<file path="src/rtl/oc8051_ia_log_pkg.sv">
// oc8051_ia_log_pkg
//  Shared definitions for the illegal-access log: register window offsets,
//  event type encodings, the processor source id and the layout of one
//  queued event.
//  No ports (package).
package oc8051_ia_log_pkg;

   // Register offsets inside the 8-byte window
   localparam logic [2:0] LOG_OFS_STATUS  = 3'd0;
   localparam logic [2:0] LOG_OFS_HEAD    = 3'd1;
   localparam logic [2:0] LOG_OFS_ADDR_HI = 3'd2;
   localparam logic [2:0] LOG_OFS_ADDR_LO = 3'd3;
   localparam logic [2:0] LOG_OFS_PC_HI   = 3'd4;
   localparam logic [2:0] LOG_OFS_PC_LO   = 3'd5;
   localparam logic [2:0] LOG_OFS_POP     = 3'd6;
   localparam logic [2:0] LOG_OFS_RSVD    = 3'd7;

   // Event type encodings carried on ia_rwn
   localparam logic [1:0] IA_RWN_WR = 2'b01;
   localparam logic [1:0] IA_RWN_RD = 2'b10;

   // Accesser id of processor 0
   localparam logic [2:0] PROC0_IA = 3'd5;

   // One logged event; packs to 37 bits, rwn in the top bits
   typedef struct packed {
      logic [1:0]  rwn;
      logic [15:0] addr;
      logic [2:0]  src;
      logic [15:0] pc;
   } ia_entry_t;

   localparam int IA_ENTRY_W = $bits(ia_entry_t);

endpackage

</file>
<file path="src/rtl/oc8051_ia_fifo.sv">
// oc8051_ia_fifo
//  Generic synchronous FIFO with first-word-fall-through head output.
//  Ports:
//   clk, rst        clock, asynchronous active-high reset
//   push, din       write request and data; accepted when not full, or when
//                   a valid pop happens on the same edge
//   pop             read request; ignored while empty
//   full, empty     occupancy flags
//   count           number of stored entries (log2(DEPTH)+1 bits)
//   head            oldest entry (undefined while empty)
module oc8051_ia_fifo #(
   parameter int WIDTH = 37,
   parameter int DEPTH = 4
) (
   input  logic                     clk,
   input  logic                     rst,
   input  logic                     push,
   input  logic                     pop,
   input  logic [WIDTH-1:0]         din,
   output logic                     full,
   output logic                     empty,
   output logic [$clog2(DEPTH):0]   count,
   output logic [WIDTH-1:0]         head
);

   localparam int AW = $clog2(DEPTH);
   localparam int CW = AW + 1;

   logic [WIDTH-1:0] mem [DEPTH];
   logic [AW-1:0]    wr_ptr;
   logic [AW-1:0]    rd_ptr;
   logic             do_push;
   logic             do_pop;

   assign empty = (count == '0);
   assign full  = (count == CW'(DEPTH));
   assign head  = mem[rd_ptr];

   // A pop frees a slot in the same edge, so a full FIFO can still take a push then
   assign do_pop  = pop & ~empty;
   assign do_push = push & (~full | do_pop);

   // Pointers wrap naturally because DEPTH is a power of two
   always_ff @(posedge clk or posedge rst) begin
      if (rst) begin
         wr_ptr <= '0;
         rd_ptr <= '0;
         count  <= '0;
      end else begin
         if (do_push) wr_ptr <= wr_ptr + AW'(1);
         if (do_pop)  rd_ptr <= rd_ptr + AW'(1);
         case ({do_push, do_pop})
            2'b10:   count <= count + CW'(1);
            2'b01:   count <= count - CW'(1);
            default: count <= count;
         endcase
      end
   end

   // Storage needs no reset; occupancy is tracked by the pointers and count
   always_ff @(posedge clk) begin
      if (do_push) mem[wr_ptr] <= din;
   end

endmodule

</file>
<file path="src/rtl/oc8051_ia_log.sv">
// oc8051_ia_log
//  Queues illegal XRAM access events, raises an interrupt to the privileged
//  processor and exposes the queue head through an 8-byte XRAM window.
//  Ports:
//   clk, rst                     clock, asynchronous active-high reset
//   ia_valid/ia_rwn/ia_addr/
//   ia_src/ia_pc                 one-cycle event from the page-table detector
//   xram_addr/xram_data_in/
//   xram_wr/log_stb/priv_lvl     bus access into the register window
//   log_addr_range               xram_addr falls inside the window
//   log_ack                      strobe acknowledge (combinational)
//   log_data_out                 read data (combinational)
//   int_req                      registered interrupt request
//   overflow                     sticky: an event was dropped while full
module oc8051_ia_log
   import oc8051_ia_log_pkg::*;
#(
   parameter int          DEPTH     = 4,
   parameter logic [15:0] BASE_ADDR = 16'hffc8
) (
   input  logic        clk,
   input  logic        rst,
   input  logic        ia_valid,
   input  logic [1:0]  ia_rwn,
   input  logic [15:0] ia_addr,
   input  logic [2:0]  ia_src,
   input  logic [15:0] ia_pc,
   input  logic [15:0] xram_addr,
   input  logic [7:0]  xram_data_in,
   input  logic        xram_wr,
   input  logic        log_stb,
   input  logic        priv_lvl,
   output logic        log_addr_range,
   output logic        log_ack,
   output logic [7:0]  log_data_out,
   output logic        int_req,
   output logic        overflow
);

   localparam int CW = $clog2(DEPTH) + 1;

   ia_entry_t     new_entry;
   ia_entry_t     head;
   logic          full;
   logic          empty;
   logic [CW-1:0] count;
   logic [CW-1:0] count_next;
   logic [4:0]    count_ext;
   logic [2:0]    ofs;
   logic          bus_wr;
   logic          status_wr;
   logic          pop_req;
   logic          pop_acc;
   logic          push_acc;
   logic          drop;
   logic          overflow_next;
   logic          int_en;

   assign ofs            = xram_addr[2:0];
   assign log_addr_range = (xram_addr[15:3] == BASE_ADDR[15:3]);
   assign log_ack        = log_stb & log_addr_range;

   // Non-privileged writes are acknowledged but have no effect
   assign bus_wr    = log_ack & xram_wr & priv_lvl;
   assign status_wr = bus_wr & (ofs == LOG_OFS_STATUS);
   assign pop_req   = bus_wr & (ofs == LOG_OFS_POP);

   // Mirror of the FIFO acceptance rules, needed for the look-ahead interrupt
   assign pop_acc  = pop_req & ~empty;
   assign push_acc = ia_valid & (~full | pop_acc);
   assign drop     = ia_valid & full & ~pop_acc;

   assign new_entry = '{rwn: ia_rwn, addr: ia_addr, src: ia_src, pc: ia_pc};

   oc8051_ia_fifo #(
      .WIDTH (IA_ENTRY_W),
      .DEPTH (DEPTH)
   ) u_fifo (
      .clk   (clk),
      .rst   (rst),
      .push  (ia_valid),
      .pop   (pop_req),
      .din   (new_entry),
      .full  (full),
      .empty (empty),
      .count (count),
      .head  (head)
   );

   // Occupancy after this edge, so int_req can follow it without lag
   always_comb begin
      count_next = count;
      case ({push_acc, pop_acc})
         2'b10:   count_next = count + CW'(1);
         2'b01:   count_next = count - CW'(1);
         default: count_next = count;
      endcase
   end

   // A dropped event wins over a same-edge overflow clear
   assign overflow_next = drop ? 1'b1 : ((status_wr & xram_data_in[7]) ? 1'b0 : overflow);

   // Control/status registers and the interrupt request
   always_ff @(posedge clk or posedge rst) begin
      if (rst) begin
         overflow <= 1'b0;
         int_en   <= 1'b0;
         int_req  <= 1'b0;
      end else begin
         overflow <= overflow_next;
         if (status_wr) int_en <= xram_data_in[4];
         int_req  <= int_en & ((count_next != '0) | overflow_next);
      end
   end

   assign count_ext = 5'(count);

   // Read mux; head fields read as zero while the queue is empty
   always_comb begin
      log_data_out = 8'h00;
      if (log_ack && priv_lvl) begin
         case (ofs)
            LOG_OFS_STATUS:  log_data_out = {overflow, 2'b00, int_en, count_ext[3:0]};
            LOG_OFS_HEAD:    log_data_out = empty ? 8'h00 : {head.src, 3'b000, head.rwn};
            LOG_OFS_ADDR_HI: log_data_out = empty ? 8'h00 : head.addr[15:8];
            LOG_OFS_ADDR_LO: log_data_out = empty ? 8'h00 : head.addr[7:0];
            LOG_OFS_PC_HI:   log_data_out = empty ? 8'h00 : head.pc[15:8];
            LOG_OFS_PC_LO:   log_data_out = empty ? 8'h00 : head.pc[7:0];
            default:         log_data_out = 8'h00;
         endcase
      end
   end

endmodule

</file>
<file path="config.mk">
export PLATFORM = sky130hd
export DESIGN_NAME = oc8051_ia_log
export DESIGN_NICKNAME = d
export VERILOG_FILES = /design/src/rtl/oc8051_ia_log_pkg.sv /design/src/rtl/oc8051_ia_fifo.sv /design/src/rtl/oc8051_ia_log.sv
export SDC_FILE = /design/constraint.sdc
export NUM_CORES = 1
export LEC_CHECK = 0
export BUFFER_PORTS_ARGS = -buffer_cell sky130_fd_sc_hd__buf_2
export CORE_MARGIN = 1.5
export CORE_UTILIZATION = 30
export DETAILED_ROUTE_END_ITERATION = 8
export GPL_TIMING_DRIVEN = 0
export PLACE_DENSITY_LB_ADDON = 0.08
export SYNTH_ARGS = -nofsm -noshare
export SYNTH_HDL_FRONTEND = slang
export SYNTH_SLANG_ARGS = --single-unit
</file>
<file path="constraint.sdc">
create_clock -name clk -period 3.5 [get_ports clk]
set_input_delay 0 -clock clk [delete_from_list [all_inputs] [get_ports clk]]
set_output_delay 0 -clock clk [all_outputs]
set_load 0.05 [all_outputs]
</file>
### Word level (Yosys, flattened, before mapping)

Memory sizes are Yosys's and may differ from the RTL's.
Index checks and enable logic that the tools add are counted.

* $add $sub $neg: 4
* eq/ne operators: 10
* multiplexer cells: 12
* bitwise logic cells: 16
* reductions and logical operators: 4

Operators with widths (number)
* $mux 8: 6
* $pmux 8 s6: 1
* $eq 13x13->1 const B: 1
* $eq 3x3->1 const B: 4
* $and 1x1->1: 11
* $eq 3x2->1 const B: 2
* $logic_not 3->1: 2
* $pmux 3 s2: 1
* $add 2x1->2 const B: 2
* $mux 1: 4
* $add 3x1->3 const B: 1
* $eq 3x1->1 const B: 1
* $not 1->1: 3
* $reduce_bool 3->1: 1
* $sub 3x1->3 const B: 1
* $eq 2x1->1 const B: 1
* $eq 2x2->1 const B: 1
* $or 1x1->1: 2
* $logic_and 1x1->1: 1

* register bits after elaboration: 10
* RAM bits: 148
* input port bits: 67
* memories kept: 1

Memories
* u_fifo.mem: depth 4, bits a word 37, read ports 1, clocked after memory_dff 0, write ports 1, line oc8051_ia_fifo.sv:29 `logic [WIDTH-1:0] mem [DEPTH];`

### Logic depth before layout (Yosys ltp)

* depth after elaboration: 13
* mapped depth: 12
* depth with buffers taken out: 11

### Hierarchy

Synthesis repeated with hierarchy kept, for this count alone.

* cell total of the unflattened synthesis: 340
* area total of the unflattened synthesis: 6550.0 µm²

By module, submodules not included
* oc8051_ia_fifo: instances 1, cells each 247, area an instance 5845.6 µm², sequential area each 4619.4 µm²
* oc8051_ia_log: instances 1, cells each 93, area an instance 704.4 µm², sequential area each 75.1 µm²

### Least setup slack after synthesis

No wires, ideal clock.

* kind: input port to flip-flop
* start: input xram_addr[4]
* end: register int_req
* arrival: 2743 ps
* setup slack: 628 ps
* stages: 8
* path buffers: 0
* cell sequence: or3b_1 -> or3_4 -> or4_4 -> nor2_2 -> ha_1 -> fa_1 -> mux2_2 -> o41a_1

* cells in the longest elaborated chain, start to end: 13
* elaborated cells on any way between the ends: 20
* classes of those cells: 3 x eq/ne; 3 x mux; 13 x bitwise; 1 x reduce/logical

Ends and longest elaborated chain
* from (decl): line oc8051_ia_log.sv:28 `input logic [15:0] xram_addr,`
* $eq 13x13->1 *: line oc8051_ia_log.sv:60 `assign log_addr_range = (xram_addr[15:3] == BASE_ADDR[15:3]);`
* $and 1x1->1 *: line oc8051_ia_log.sv:61 `assign log_ack = log_stb & log_addr_range;`
* $and 1x1->1 * (2 in a row): line oc8051_ia_log.sv:64 `assign bus_wr = log_ack & xram_wr & priv_lvl;`
* $and 1x1->1 *: line oc8051_ia_log.sv:66 `assign pop_req = bus_wr & (ofs == LOG_OFS_POP);`
* $and 1x1->1 *: line oc8051_ia_log.sv:69 `assign pop_acc = pop_req & ~empty;`
* net pop_acc: line oc8051_ia_log.sv:53 `logic pop_acc;`
* $or 1x1->1: line oc8051_ia_log.sv:70 `assign push_acc = ia_valid & (~full | pop_acc);`
* $and 1x1->1: line oc8051_ia_log.sv:70
* $eq 2x1->1 or $eq 2x2->1 (tied branches): line oc8051_ia_log.sv:93 `case ({push_acc, pop_acc})`
* $pmux 3 s2 *
* net count_next[1]: line oc8051_ia_log.sv:47 `logic [CW-1:0] count_next;`
* $reduce_bool 3->1 *: line oc8051_ia_log.sv:112 `int_req <= int_en & ((count_next != '0) | overflow_next);`
* $or 1x1->1 *: line oc8051_ia_log.sv:112
* $and 1x1->1 *: line oc8051_ia_log.sv:112
* to (signal assigned): line oc8051_ia_log.sv:112
* to (decl): line oc8051_ia_log.sv:36 `output logic int_req,`

The timed path passes the listed nets; every way through them passes the cells marked *.
A chain may end at the register's enable or synchronous reset.

### Final worst setup path

* start: register u_fifo.rd_ptr[0]
* end: output log_data_out[7]

* cells in the longest elaborated chain, start to end: 4
* elaborated cells on any way between the ends: 8
* classes of those cells: 7 x mux; 1 x memory

Ends and longest elaborated chain
* from (decl): line oc8051_ia_fifo.sv:31 `logic [AW-1:0] rd_ptr;`
* from (signal assigned): line oc8051_ia_fifo.sv:51 `if (do_pop) rd_ptr <= rd_ptr + AW'(1);`
* $mem_v2 4x37 *
* $mux 8, on equally long branches
* $pmux 8 s6 *: line oc8051_ia_log.sv:122 `case (ofs)`
* $mux 8 *: line oc8051_ia_log.sv:121 `if (log_ack && priv_lvl) begin`
* to (decl): line oc8051_ia_log.sv:35 `output logic [7:0] log_data_out,`

Every way passes the cells marked *; elsewhere a longest branch is shown, timed or not.

==> run metrics <==
share of Yosys cell area claimed by the top area cell type 69.9%; Final nets 528; RSZ-0062 raised after global routing no; Post-Syn Nets 391; CP max-delay cell mux4_2; DRT iter0 DRCs 213; Skew-Pair Late Insertion Delay 420 ps; H-tree depth 4; Core Rows 53; # Post-CTS Setup Buffers 0; Max IR drop VDD 297 uV; max-cap check violation count 0; Via density 4.61; Least-Margin Pin Slew 842 ps; Final Cycle Share 89.0%; Tightest Hold Check Type in -> async; Root Buffer clkbuf_16; Critical Path AT 3120 ps; hold_ws 119 ps; Peak Freq 321 MHz; WL final 14.6 mm; pwr dens 637 nW/um2; Syn Inst Count 318; RD Place Congestion 0.716; area grow syn2layout 28.4%; CP Cell Sequence clkbuf_1, buf_2, mux4_2, a22oi_1, nand3_1, a22o_1, buf_2; fillers 1958; Seq/Total Area, Yosys 73.8%; CTS clk-pin slew, worst paths 60 ps; ys async rst share 6.33%; CP startpoint kind register; #FFs+latches synth 158; die area 22100 um2; CTS buffer count 17; ANT cells 0; biggest cell delay along the critical path 540 ps; top cells by count, synth 148 x edfxtp_1, 33 x mux4_2, 13 x mux2i_1; hold bufs inserted after CTS 42; Worst Setup End Kind output pin; Remaining Overflow, GRT 0; fin. max-slew vios 0; CTS Sinks 158; clk_skew 6.76 ps; total iterations of the first detailed-routing run 4; Synth Flop Type edfxtp_1; post_cts resized 0; initial antenna violation count 0; Critical Path RT 3500 ps; routed len/inst 19.6 um; Die Y 149 um; Area contributors post-synth edfxtp_1 70%, mux4_2 12%, dfrtp_1 3.9%; Remaining DRCs 0; layout cell share with drive strength beyond 1 34.0%; gr usage total 14.0%; Mapped Area 6360 um2; CTS tree built; top-count cell post-synth edfxtp_1; antenna viol nets, final 0; EDFF count, synth 148; FF+latch area 4690 um2; multi-input logic area 1590 um2; Core Box Area 20900 um2; Worst Path Buf+Inv 3; vias in the first global route 3702; IO Pins 79; DP Wirelength 9.64 mm; maximum clock insertion buffer count 2; synth unique cells 46; crit-path max FO 10; average size of a mapped cell 20.0 um2; Slew headroom 43.8%; Die W 149 um; CP top delay family buffers and inverters; synth warn 0; final setup vio count 0; Crit Path Category reg -> out; Hold Violations, Final 0; Core Util, Final 39.1%; routed vias 3424; global-route wire length before repair 21.8 mm; largest net degree at the start of global routing 29; PortBufs 72; Leak Pwr 2.83 nW; Top cell by count, worst path buf_2; top cell type by total area after synthesis edfxtp_1; Initial Util 30.5%; status completed; Final min period 3120 ps
## worst reg2reg max path, stage by stage, from the launching register on
cell and delay [ps]:
dfrtp_1 470, nor3_1 100, or4_4 500, nor2_2 170, ha_1 230, fa_1 420
mux2_2 290, o41a_1 470
## worst paths after layout
kind	slack [ps]	to	cells after the start	start
max	380	log_data_out[7]	7	u_fifo.rd_ptr[0]
min	120	int_req	3	rst
max reg2reg	710	int_req	7	u_fifo.count[1]
min reg2reg	560	u_fifo.wr_ptr[1]	1	u_fifo.wr_ptr[1]
max in group asynchronous	3090	u_fifo.count[0]	3	rst
min in group clk	150	u_fifo.rd_ptr[1]	4	xram_addr[1]
## per-layer routing
layer / vias up / wire [um] / GRT usage (%)
met5: - / 0 / 0
met4: 0 / 181 / 4.75
met3: 11 / 337 / 3.16
met2: 48 / 7520 / 23.5
met1: 1793 / 6520 / 17.8
li1: 1572 / - / -
## final cells by class
| class | count | share of cell area [%] |
|---|---|---|
| Clock buffer | 21 | 5.39 |
| Multi-Input combinational cell | 142 | 19.5 |
| Buffer | 12 | 0.689 |
| Sequential cell | 158 | 57.5 |
| Inverter | 6 | 0.276 |
| Tap cell | 275 | 4.21 |
| Timing Repair Buffer | 118 | 10.5 |
| Clock inverter | 11 | 1.94 |
## sequential cells by signal, indices dropped and copies added, names as in the netlist
register and cells:
overflow 1, u_fifo.count 3, u_fifo.mem 148, u_fifo.wr_ptr 2
u_fifo.rd_ptr 2, int_req 1, int_en 1
## cells by family (layout without fill, tap and decap cells)
logic type | after synthesis | in the layout | share of synthesized area [%]
buffers and inverters | 18 | 168 | 1.24
flip-flops | 158 | 158 | 73.8
XOR/XNOR | 6 | 6 | 0.826
adder cells (fa/ha/maj) | 6 | 6 | 1.30
AO/OA/AOI/OAI | 30 | 30 | 3.64
multiplexers | 53 | 53 | 15.0
AND/OR/NAND/NOR | 47 | 47 | 4.23
## placed cells by master, fill, tap and decap left out, drive strengths merged, types with 4 or more instances in the layout
cell / n
dfrtp: 10
ha: 5
mux2i: 13
clkbuf: 28
a22oi: 6
dlygate4sd3: 42
o22ai: 4
a21oi: 6
and2: 6
xnor2: 4
buf: 81
nor2: 9
mux4: 33
inv: 9
nor3: 4
nand2: 12
edfxtp: 148
mux2: 7
## per-stage QoR
stage | power [mW] | std cells | cell area, um2 | worst slack, ps | setup TNS [ps]
after floorplan | 3.01 | 318 | 6360 | 628 | 0
after detailed placement | 3.36 | 669 | 7150 | 260 | 0
after CTS | 5.29 | 743 | 8170 | 285 | 0
final | 5.21 | 743 | 8170 | 385 | 0
after global placement | 3.30 | 665 | 7070 | -182 | -24550
after global routing | 5.44 | 743 | 8170 | 156 | 0
## power breakdown
group / leakage [nW] / switching, mW / internal [mW]
Combinational: 1.07 / 0.445 / 0.303
Sequential: 1.48 / 0.108 / 2.48
Clock: 0.280 / 0.736 / 1.13
Total: 2.83 / 1.29 / 3.92
Note: power is estimated with default switching activity, not from simulation.
